[src/rtl/te_pkg.sv]
// Shared definitions for the tracking-engine state buffer port.
// Holds the engine channel geometry, default bus widths, the host FSM
// state encoding and the fill tag payload carried alongside fill data.
package te_pkg;

    localparam int unsigned TE_DATA_W       = 32;
    localparam int unsigned TE_ADDR_W       = 10;
    localparam int unsigned WORD_W          = 5;
    localparam int unsigned PCH_W           = 2;
    localparam int unsigned STALL_CNT_W     = 16;

    // Engine channel geometry: words used per logic channel, first dumped word
    localparam int unsigned STATE_WORDS     = 24;
    localparam int unsigned DUMP_FIRST_WORD = 6;

    typedef enum logic {
        H_IDLE = 1'b0,
        H_DONE = 1'b1
    } host_state_e;

    // Tag returned with each fill word
    typedef struct packed {
        logic [WORD_W-1:0] word;
        logic [PCH_W-1:0]  channel;
    } fill_tag_t;

endpackage

[src/rtl/te_fill_tag_pipe.sv]
// Fill read tag pipeline: remembers that a fill read was issued this cycle
// and which word / physical channel it belongs to, so the tag lines up with
// the SRAM read data one cycle later.
// Ports:
//   clk, rst    clock, asynchronous active-high reset
//   rd_accept   engine fill read accepted this cycle
//   rd_word     word index of the accepted read
//   rd_channel  physical channel of the accepted read
//   pend        read issued last cycle (fill data valid now)
//   tag         word/channel tag of the read issued last cycle
module te_fill_tag_pipe
    import te_pkg::*;
(
    input  logic              clk,
    input  logic              rst,
    input  logic              rd_accept,
    input  logic [WORD_W-1:0] rd_word,
    input  logic [PCH_W-1:0]  rd_channel,
    output logic              pend,
    output fill_tag_t         tag
);

    // Tag only follows accepted reads; it holds between reads
    always_ff @(posedge clk or posedge rst) begin
        if (rst) begin
            pend <= 1'b0;
            tag  <= '0;
        end else begin
            pend <= rd_accept;
            if (rd_accept) begin
                tag <= fill_tag_t'{word: rd_word, channel: rd_channel};
            end
        end
    end

endmodule

[src/rtl/te_state_buffer_port.sv]
// Single-port responder for the tracking-engine state buffer SRAM.
// The fill/dump sequencer owns the SRAM whenever it requests it (it cannot
// stall); host accesses are slotted into idle engine cycles.
// Optional feature macro: TE_STATE_BUF_STALL_CNT_EN adds host_stall_cnt,
// a saturating count of cycles the host was blocked by the engine.
// Ports:
//   clk, rst                    clock, asynchronous active-high reset
//   state_rd/state_wr           engine fill read / dump write request
//   state_addr                  engine address {logic_ch, word}
//   physical_channel_index      physical channel being filled/dumped
//   dump_wdata                  dump write data
//   fill_valid/data/word/channel  fill read return, 1 cycle after read
//   host_cs/we/addr/wdata       host request, held until host_ready
//   host_rdata/host_ready       host completion (ready is a 1-cycle pulse)
//   eng_conflict                sticky: read and write requested together
//   host_stall_cnt              (macro only) blocked host cycle count
//   sram_en/we/addr/wdata       SRAM port, combinational from requests
//   sram_rdata                  SRAM read data, 1-cycle latency
module te_state_buffer_port
    import te_pkg::*;
#(
    parameter int unsigned DATA_W = TE_DATA_W,
    parameter int unsigned ADDR_W = TE_ADDR_W
) (
    input  logic              clk,
    input  logic              rst,
    input  logic              state_rd,
    input  logic              state_wr,
    input  logic [ADDR_W-1:0] state_addr,
    input  logic [PCH_W-1:0]  physical_channel_index,
    input  logic [DATA_W-1:0] dump_wdata,
    output logic              fill_valid,
    output logic [DATA_W-1:0] fill_data,
    output logic [WORD_W-1:0] fill_word,
    output logic [PCH_W-1:0]  fill_channel,
    input  logic              host_cs,
    input  logic              host_we,
    input  logic [ADDR_W-1:0] host_addr,
    input  logic [DATA_W-1:0] host_wdata,
    output logic [DATA_W-1:0] host_rdata,
    output logic              host_ready,
    output logic              eng_conflict,
`ifdef TE_STATE_BUF_STALL_CNT_EN
    output logic [STALL_CNT_W-1:0] host_stall_cnt,
`endif
    output logic              sram_en,
    output logic              sram_we,
    output logic [ADDR_W-1:0] sram_addr,
    output logic [DATA_W-1:0] sram_wdata,
    input  logic [DATA_W-1:0] sram_rdata
);

    host_state_e       state_q;
    host_state_e       state_nxt;
    logic              host_grant_c;
    logic              eng_req_c;
    logic              rd_accept_c;
    logic              host_we_q;
    logic [DATA_W-1:0] host_rdata_q;
    logic              eng_conflict_q;
    logic              rd_pend;
    fill_tag_t         fill_tag;

    assign eng_req_c   = state_rd | state_wr;
    // A read colliding with a write is dropped; the write wins
    assign rd_accept_c = state_rd & ~state_wr;

    // Host FSM next state / grant; grant is held off during reset so the
    // SRAM enable drops as soon as reset asserts
    always_comb begin
        state_nxt    = state_q;
        host_grant_c = 1'b0;
        host_ready   = 1'b0;
        case (state_q)
            H_IDLE: begin
                if (host_cs && !eng_req_c && !rst) begin
                    host_grant_c = 1'b1;
                    state_nxt    = H_DONE;
                end
            end
            H_DONE: begin
                host_ready = 1'b1;
                state_nxt  = H_IDLE;
            end
            default: state_nxt = H_IDLE;
        endcase
    end

    // Host FSM state, captured transfer direction, read data hold, conflict flag
    always_ff @(posedge clk or posedge rst) begin
        if (rst) begin
            state_q        <= H_IDLE;
            host_we_q      <= 1'b0;
            host_rdata_q   <= '0;
            eng_conflict_q <= 1'b0;
        end else begin
            state_q <= state_nxt;
            if (host_grant_c) begin
                host_we_q <= host_we;
            end
            if (state_q == H_DONE && !host_we_q) begin
                host_rdata_q <= sram_rdata;
            end
            if (state_rd && state_wr) begin
                eng_conflict_q <= 1'b1;
            end
        end
    end

    // Read data arrives from the SRAM in the H_DONE cycle; show it together
    // with host_ready and keep it afterwards (writes leave it unchanged)
    assign host_rdata   = (state_q == H_DONE && !host_we_q) ? sram_rdata : host_rdata_q;
    assign eng_conflict = eng_conflict_q;

    // SRAM port mux: engine write, then engine read, then host
    always_comb begin
        sram_en    = eng_req_c | host_grant_c;
        sram_we    = 1'b0;
        sram_addr  = host_addr;
        sram_wdata = host_wdata;
        if (state_wr) begin
            sram_we    = 1'b1;
            sram_addr  = state_addr;
            sram_wdata = dump_wdata;
        end else if (state_rd) begin
            sram_addr  = state_addr;
        end else if (host_grant_c) begin
            sram_we    = host_we;
        end
    end

    te_fill_tag_pipe u_fill_pipe (
        .clk        (clk),
        .rst        (rst),
        .rd_accept  (rd_accept_c),
        .rd_word    (state_addr[WORD_W-1:0]),
        .rd_channel (physical_channel_index),
        .pend       (rd_pend),
        .tag        (fill_tag)
    );

    assign fill_valid   = rd_pend;
    assign fill_data    = sram_rdata;
    assign fill_word    = fill_tag.word;
    assign fill_channel = fill_tag.channel;

`ifdef TE_STATE_BUF_STALL_CNT_EN
    logic [STALL_CNT_W-1:0] stall_cnt_q;

    // Blocked-host cycle counter; a host write to the top address clears it
    always_ff @(posedge clk or posedge rst) begin
        if (rst) begin
            stall_cnt_q <= '0;
        end else if (host_grant_c && host_we && host_addr == {ADDR_W{1'b1}}) begin
            stall_cnt_q <= '0;
        end else if (state_q == H_IDLE && host_cs && eng_req_c && stall_cnt_q != {STALL_CNT_W{1'b1}}) begin
            stall_cnt_q <= stall_cnt_q + STALL_CNT_W'(1);
        end
    end

    assign host_stall_cnt = stall_cnt_q;
`endif

endmodule
[config.mk]
export PLATFORM = sky130hd
export DESIGN_NAME = te_state_buffer_port
export DESIGN_NICKNAME = d
export VERILOG_FILES = /design/src/rtl/te_pkg.sv /design/src/rtl/te_fill_tag_pipe.sv /design/src/rtl/te_state_buffer_port.sv
export SDC_FILE = /design/constraint.sdc
export NUM_CORES = 1
export LEC_CHECK = 0
export BUFFER_PORTS_ARGS = -buffer_cell sky130_fd_sc_hd__buf_2
export CORE_AREA = 2 2 95 97
export CTS_CLUSTER_SIZE = 20
export DETAILED_ROUTE_END_ITERATION = 10
export DIE_AREA = 0 0 97 99
export GPL_ROUTABILITY_DRIVEN = 1
export PLACE_DENSITY = 0.69
export SLEW_MARGIN = 20
export SYNTH_ARGS = -nofsm -noshare
export SYNTH_HDL_FRONTEND = slang
export SYNTH_SLANG_ARGS = --single-unit
[constraint.sdc]
create_clock -name clk -period 2.55 [get_ports clk]
set_input_delay 0.1275 -clock clk [delete_from_list [all_inputs] [get_ports clk]]
set_output_delay 0.1275 -clock clk [all_outputs]
set_load 0.1 [all_outputs]
After elaboration in Yosys (flattened, before gate mapping)
Index checks and enable logic that the tools add are counted.
Cells by class
  multiplexer cells: 11
  bitwise gates (word level): 5
  reductions and logical operators: 7
Operators with widths (count)
  32-bit 2-to-1 mux: 2
  10-bit 2-to-1 mux: 2
  1-bit 2-to-1 mux: 6
  1-bit logical AND: 4
  1-bit zero test: 3
  1-bit NOT: 2
  1-bit bitwise OR: 2
  1-bit one-hot mux with 2 select lines: 1
  1-bit bitwise AND: 1
Storage, ports and cells
  flip-flop bits (word level): 43
  input port bits: 124
  output and inout bits: 118
  word-level logic and storage cells: 30

Longest topological paths before layout
  word-level depth: 9
  gate-level depth with buffers: 4
  depth with buffers taken out: 3

Hierarchy
From an unflattened synthesis, not the netlist that was laid out.
Unflattened totals
  cells, all modules: 179
  area total of the unflattened synthesis: 2408.6 µm²
Modules (own cells, without submodules)
  te_state_buffer_port: times used 1, cells an instance 162, area an instance 2088.3 µm², seq. area each 875.8 µm²
  te_fill_tag_pipe: times used 1, cells an instance 17, area an instance 320.3 µm², seq. area each 200.2 µm²

Least setup slack after synthesis
No wires, ideal clock.
  kind: register to register
  start point: reg state_q
  end point: reg host_rdata_q[0]
  setup time: 0.179 ns
  data arrival time: 1.828 ns
  required time: 2.371 ns
  setup slack: 0.543 ns
  cell stages (with the launch flop): 5
  path buffers: 2
  clock period less this slack: 2.007 ns
  cells stage by stage: dfrtp_1 -> nand2b_1 -> buf_6 -> buf_12 -> mux2_4
Between the ends
  cells in the longest elaborated chain, start to end: 2
RTL lines
  start: declaration: RTL line te_state_buffer_port.sv:53  | host_state_e state_q;
  start signal: assignment: RTL line te_state_buffer_port.sv:97  | state_q <= state_nxt;
  1-bit logical AND
  32-bit 2-to-1 mux
  via host_rdata[0]: RTL line te_state_buffer_port.sv:40  | output logic [DATA_W-1:0] host_rdata,
  end signal: assignment: RTL line te_state_buffer_port.sv:102  | host_rdata_q <= sram_rdata;
  end: declaration: RTL line te_state_buffer_port.sv:59  | logic [DATA_W-1:0] host_rdata_q;
The timed path passes the listed nets, and every way through them passes these cells.
A chain may end at the register's enable or synchronous reset.

Worst setup path in the final report
  start point: reg host_we_q
  end point: out host_rdata[30]
Between the ends
  cells in the longest elaborated chain, start to end: 3
RTL lines
  start: declaration: RTL line te_state_buffer_port.sv:58  | logic host_we_q;
  start signal: assignment: RTL line te_state_buffer_port.sv:99  | host_we_q <= host_we;
  1-bit zero test: RTL line te_state_buffer_port.sv:112  | assign host_rdata = (state_q == H_DONE && !host_we_q) ? sram_rdata : host_rdata_q;
  1-bit logical AND: RTL line te_state_buffer_port.sv:112
  32-bit 2-to-1 mux
  end: declaration: RTL line te_state_buffer_port.sv:40
Every way passes these cells.

==> results.py <==
metrics = {
    "yosys": {
        "yosysTopAreaCell": "dfrtp_1",
        "ys_types": 16,
        "synth_top_flop_cell": "dfrtp_1",
        "syn_area_um2": 2584,
        "synth_edf_count": 0,
        "yosys_warnings": 0,
        "yosysSeqAreaShare_pct": 41.65,
        "synth_commonest_cells": "mux2_2, dfrtp_1, mux2_4",
        "avgSynthCellArea_um2": 14.27,
        "async_reset_ff_share_pct": 100.0,
        "synth_seq_cells": 43,
        "synth_most_common_cell": "mux2_2",
        "synth_top_area_share_pct": 41.65,
        "synth_nets": 305,
        "synth.area.top_cells": "dfrtp_1, mux2_4, mux2_2, buf_4, buf_12",
        "syn_inst": 181,
    },
    "clocking": {
        "postCtsSetupBuffers": 0,
        "ctsHoldBuffers": 0,
        "cts.sinks": 43,
        "cts_tree": "yes",
        "cts_root_buffer": "clkbuf_8",
        "h-tree-depth": 2,
        "cts_inserted_buffers": 5,
        "clk_pin_slew_worst_paths_ns": 0.08,
        "insertion_delay_ns": 0.29,
        "cts_buffer_depth": 2,
        "ctsResizeCount": 0,
    },
    "worst_setup_path": {
        "startpoint_type": "flip-flop",
        "rr_worst_depth": 3,
        "slowest_delay_ns": 0.42,
        "critPathKind": "reg -> out",
        "crit_arrival_ns": 1.76,
        "r2r-start": "state_q",
        "path_cells": "nand2b_2 -> buf_12 -> mux2_2 -> buf_2",
        "reg2reg_setup_slack_ns": 1.26,
        "end_kind": "primary output",
        "critPathRequiredTime_ns": 2.42,
        "crit_buf_inv": 2,
        "crit_fanout": 32,
        "cpLargestDelayFamily": "buffers and inverters",
        "cp_slowest_cell": "buf_2",
        "worstReg2RegEnd": "host_rdata_q[31]",
    },
    "layout": {
        "area_growth_pct": 42.42,
        "final_area_um2": 3680,
        "diodes": 0,
        "fill_cells": 878,
        "fin_nets": 513,
        "drive_gt1_share_pct": 86.41,
    },
    "floorplan": {
        "rows": 34,
        "die_h_um": 99,
        "die-area_um2": 9603,
        "initial_utilization_pct": 30.22,
        "core-area_um2": 8551,
        "num_io_pins": 242,
        "fp.dieW_um": 97,
    },
    "sta": {
        "hold_violations": 0,
        "setup_violations": 0,
        "fmax_ghz": 0.5291,
        "relSlewSlack_pct": 40.75,
        "rsz0062_at_grt": "no",
        "finalSetupTns_ns": 0,
        "setup_slack_ns": 0.6599,
        "period_needed_ns": 1.890,
        "post-route-period-util_pct": 74.12,
        "slew_viol_final": 0,
        "fin_skew_ns": 0.006868,
        "hold_ws_ns": 0.04056,
        "worstMarginPinSlew_ns": 0.8874,
    },
    "global_routing": {
        "antenna_found_initial": 0,
        "grt_pass1_wl_um": 11130,
        "grt_usage_pct": 14.67,
        "grt_max_degree": 44,
        "grt_pass1_vias": 2161,
        "gr-total-overflow": 0,
    },
    "min_path": {
        "hold_class": "in -> async",
    },
    "drt": {
        "drt_iter0_drc": 26,
        "viasPerCell": 4.265,
        "wl_met3_um": 746,
        "routed_wirelength_um": 7268,
        "wire_per_inst_um": 14.59,
        "highest_layer": "met4",
        "met1_length_um": 2516,
        "drc": 0,
        "postRouteAntennaNets": 0,
        "via_count": 2124,
        "wl_met2_um": 3906,
        "first_pass_iters": 4,
    },
    "placed_design": {
        "dp_slack_ns": 0.9069,
        "placed_cell_area_um2": 3595,
        "dpl.hpwl_um": 6097,
        "port_buffers": 241,
        "routabilityCongestion": 0.7299,
    },
    "run": {
        "maxCapViolCount": 0,
    },
    "power": {
        "leakage_nw": 2.083,
        "power_per_cell_area_nw_per_um2": 963.1,
        "peakVddDrop_mv": 0.4908,
    },
    "status": {
        "status": "finished, final reports clean",
    },
}
==> cells by family (layout without fill, tap and decap cells) <==
family | Yosys count | after routing | share of synthesized area (%)
compound gates | 2 | 2 | 0.6297
buf+inv | 46 | 255 | 14.53
flops | 43 | 43 | 41.65
mux | 82 | 82 | 41.11
simple gates | 8 | 8 | 2.082
==> layout by cell type, fill, tap and decap left out, types with 3 or more instances in the layout <==
| cell type | Yosys | routed |
|---|---|---|
| buf_2 | 3 | 241 |
| mux2_2 | 45 | 45 |
| dfrtp_1 | 43 | 43 |
| mux2_4 | 37 | 37 |
| clkbuf_8 | 0 | 5 |
| nand2_1 | 3 | 3 |
| inv_1 | 4 | 3 |
==> through the flow <==
step	utilization [%]	total power, mW	cells
2_1_floorplan	-	2.869	181
3_3_place_gp	42.04	3.131	490
3_5_place_dp	42.04	3.149	490
4_1_cts	43.03	3.593	498
5_1_grt	43.03	3.684	498
6_report	43.03	3.544	498
==> area by class of cell <==
cell class / instances / area [um2] / area share [%]
Clock buffer: 6 / 72.57 / 1.972
Clock inverter: 2 / 12.51 / 0.3400
Tap cell: 108 / 135.1 / 3.672
Inverter: 4 / 15.01 / 0.4080
Timing Repair Buffer: 243 / 1234 / 33.53
Sequential cell: 43 / 1076 / 29.24
Multi-Input combinational cell: 92 / 1135 / 30.84
==> where the power goes <==
group | switching [mW] | internal (mW) | leakage, nW
Sequential | 0.0429 | 0.815 | 0.502
Combinational | 1.83 | 0.434 | 1.54
Clock | 0.231 | 0.192 | 0.0412
Total | 2.10 | 1.44 | 2.08
==> worst max-delay path by stage <==
stage / from / endpoint / slack, ns / depth (start not counted)
after floorplan: state_q / host_rdata_q[0] / 0.54 / 4
after global placement: state_wr / sram_wdata[14] / 0.96 / 4
after detailed placement: state_wr / sram_wdata[17] / 0.91 / 4
after CTS: state_q / host_rdata[31] / 0.63 / 4
after global routing: state_q / host_rdata[31] / 0.57 / 4
final: host_we_q / host_rdata[30] / 0.66 / 4
==> registers in the layout, indices dropped and copies added, names as in the netlist <==
| signal | count |
|---|---|
| eng_conflict | 1 |
| host_rdata_q | 32 |
| host_we_q | 1 |
| state_q | 1 |
| u_fill_pipe.pend | 1 |
| u_fill_pipe.tag | 7 |
==> routing by layer <==
layer | global-route usage, % | vias to the layer above
met3 | 5.177 | 7
li1 | - | 1001
met5 | 0 | -
met4 | 4.334 | 0
met1 | 16.24 | 984
met2 | 26.55 | 132
Power figures use the tool's default switching activity.
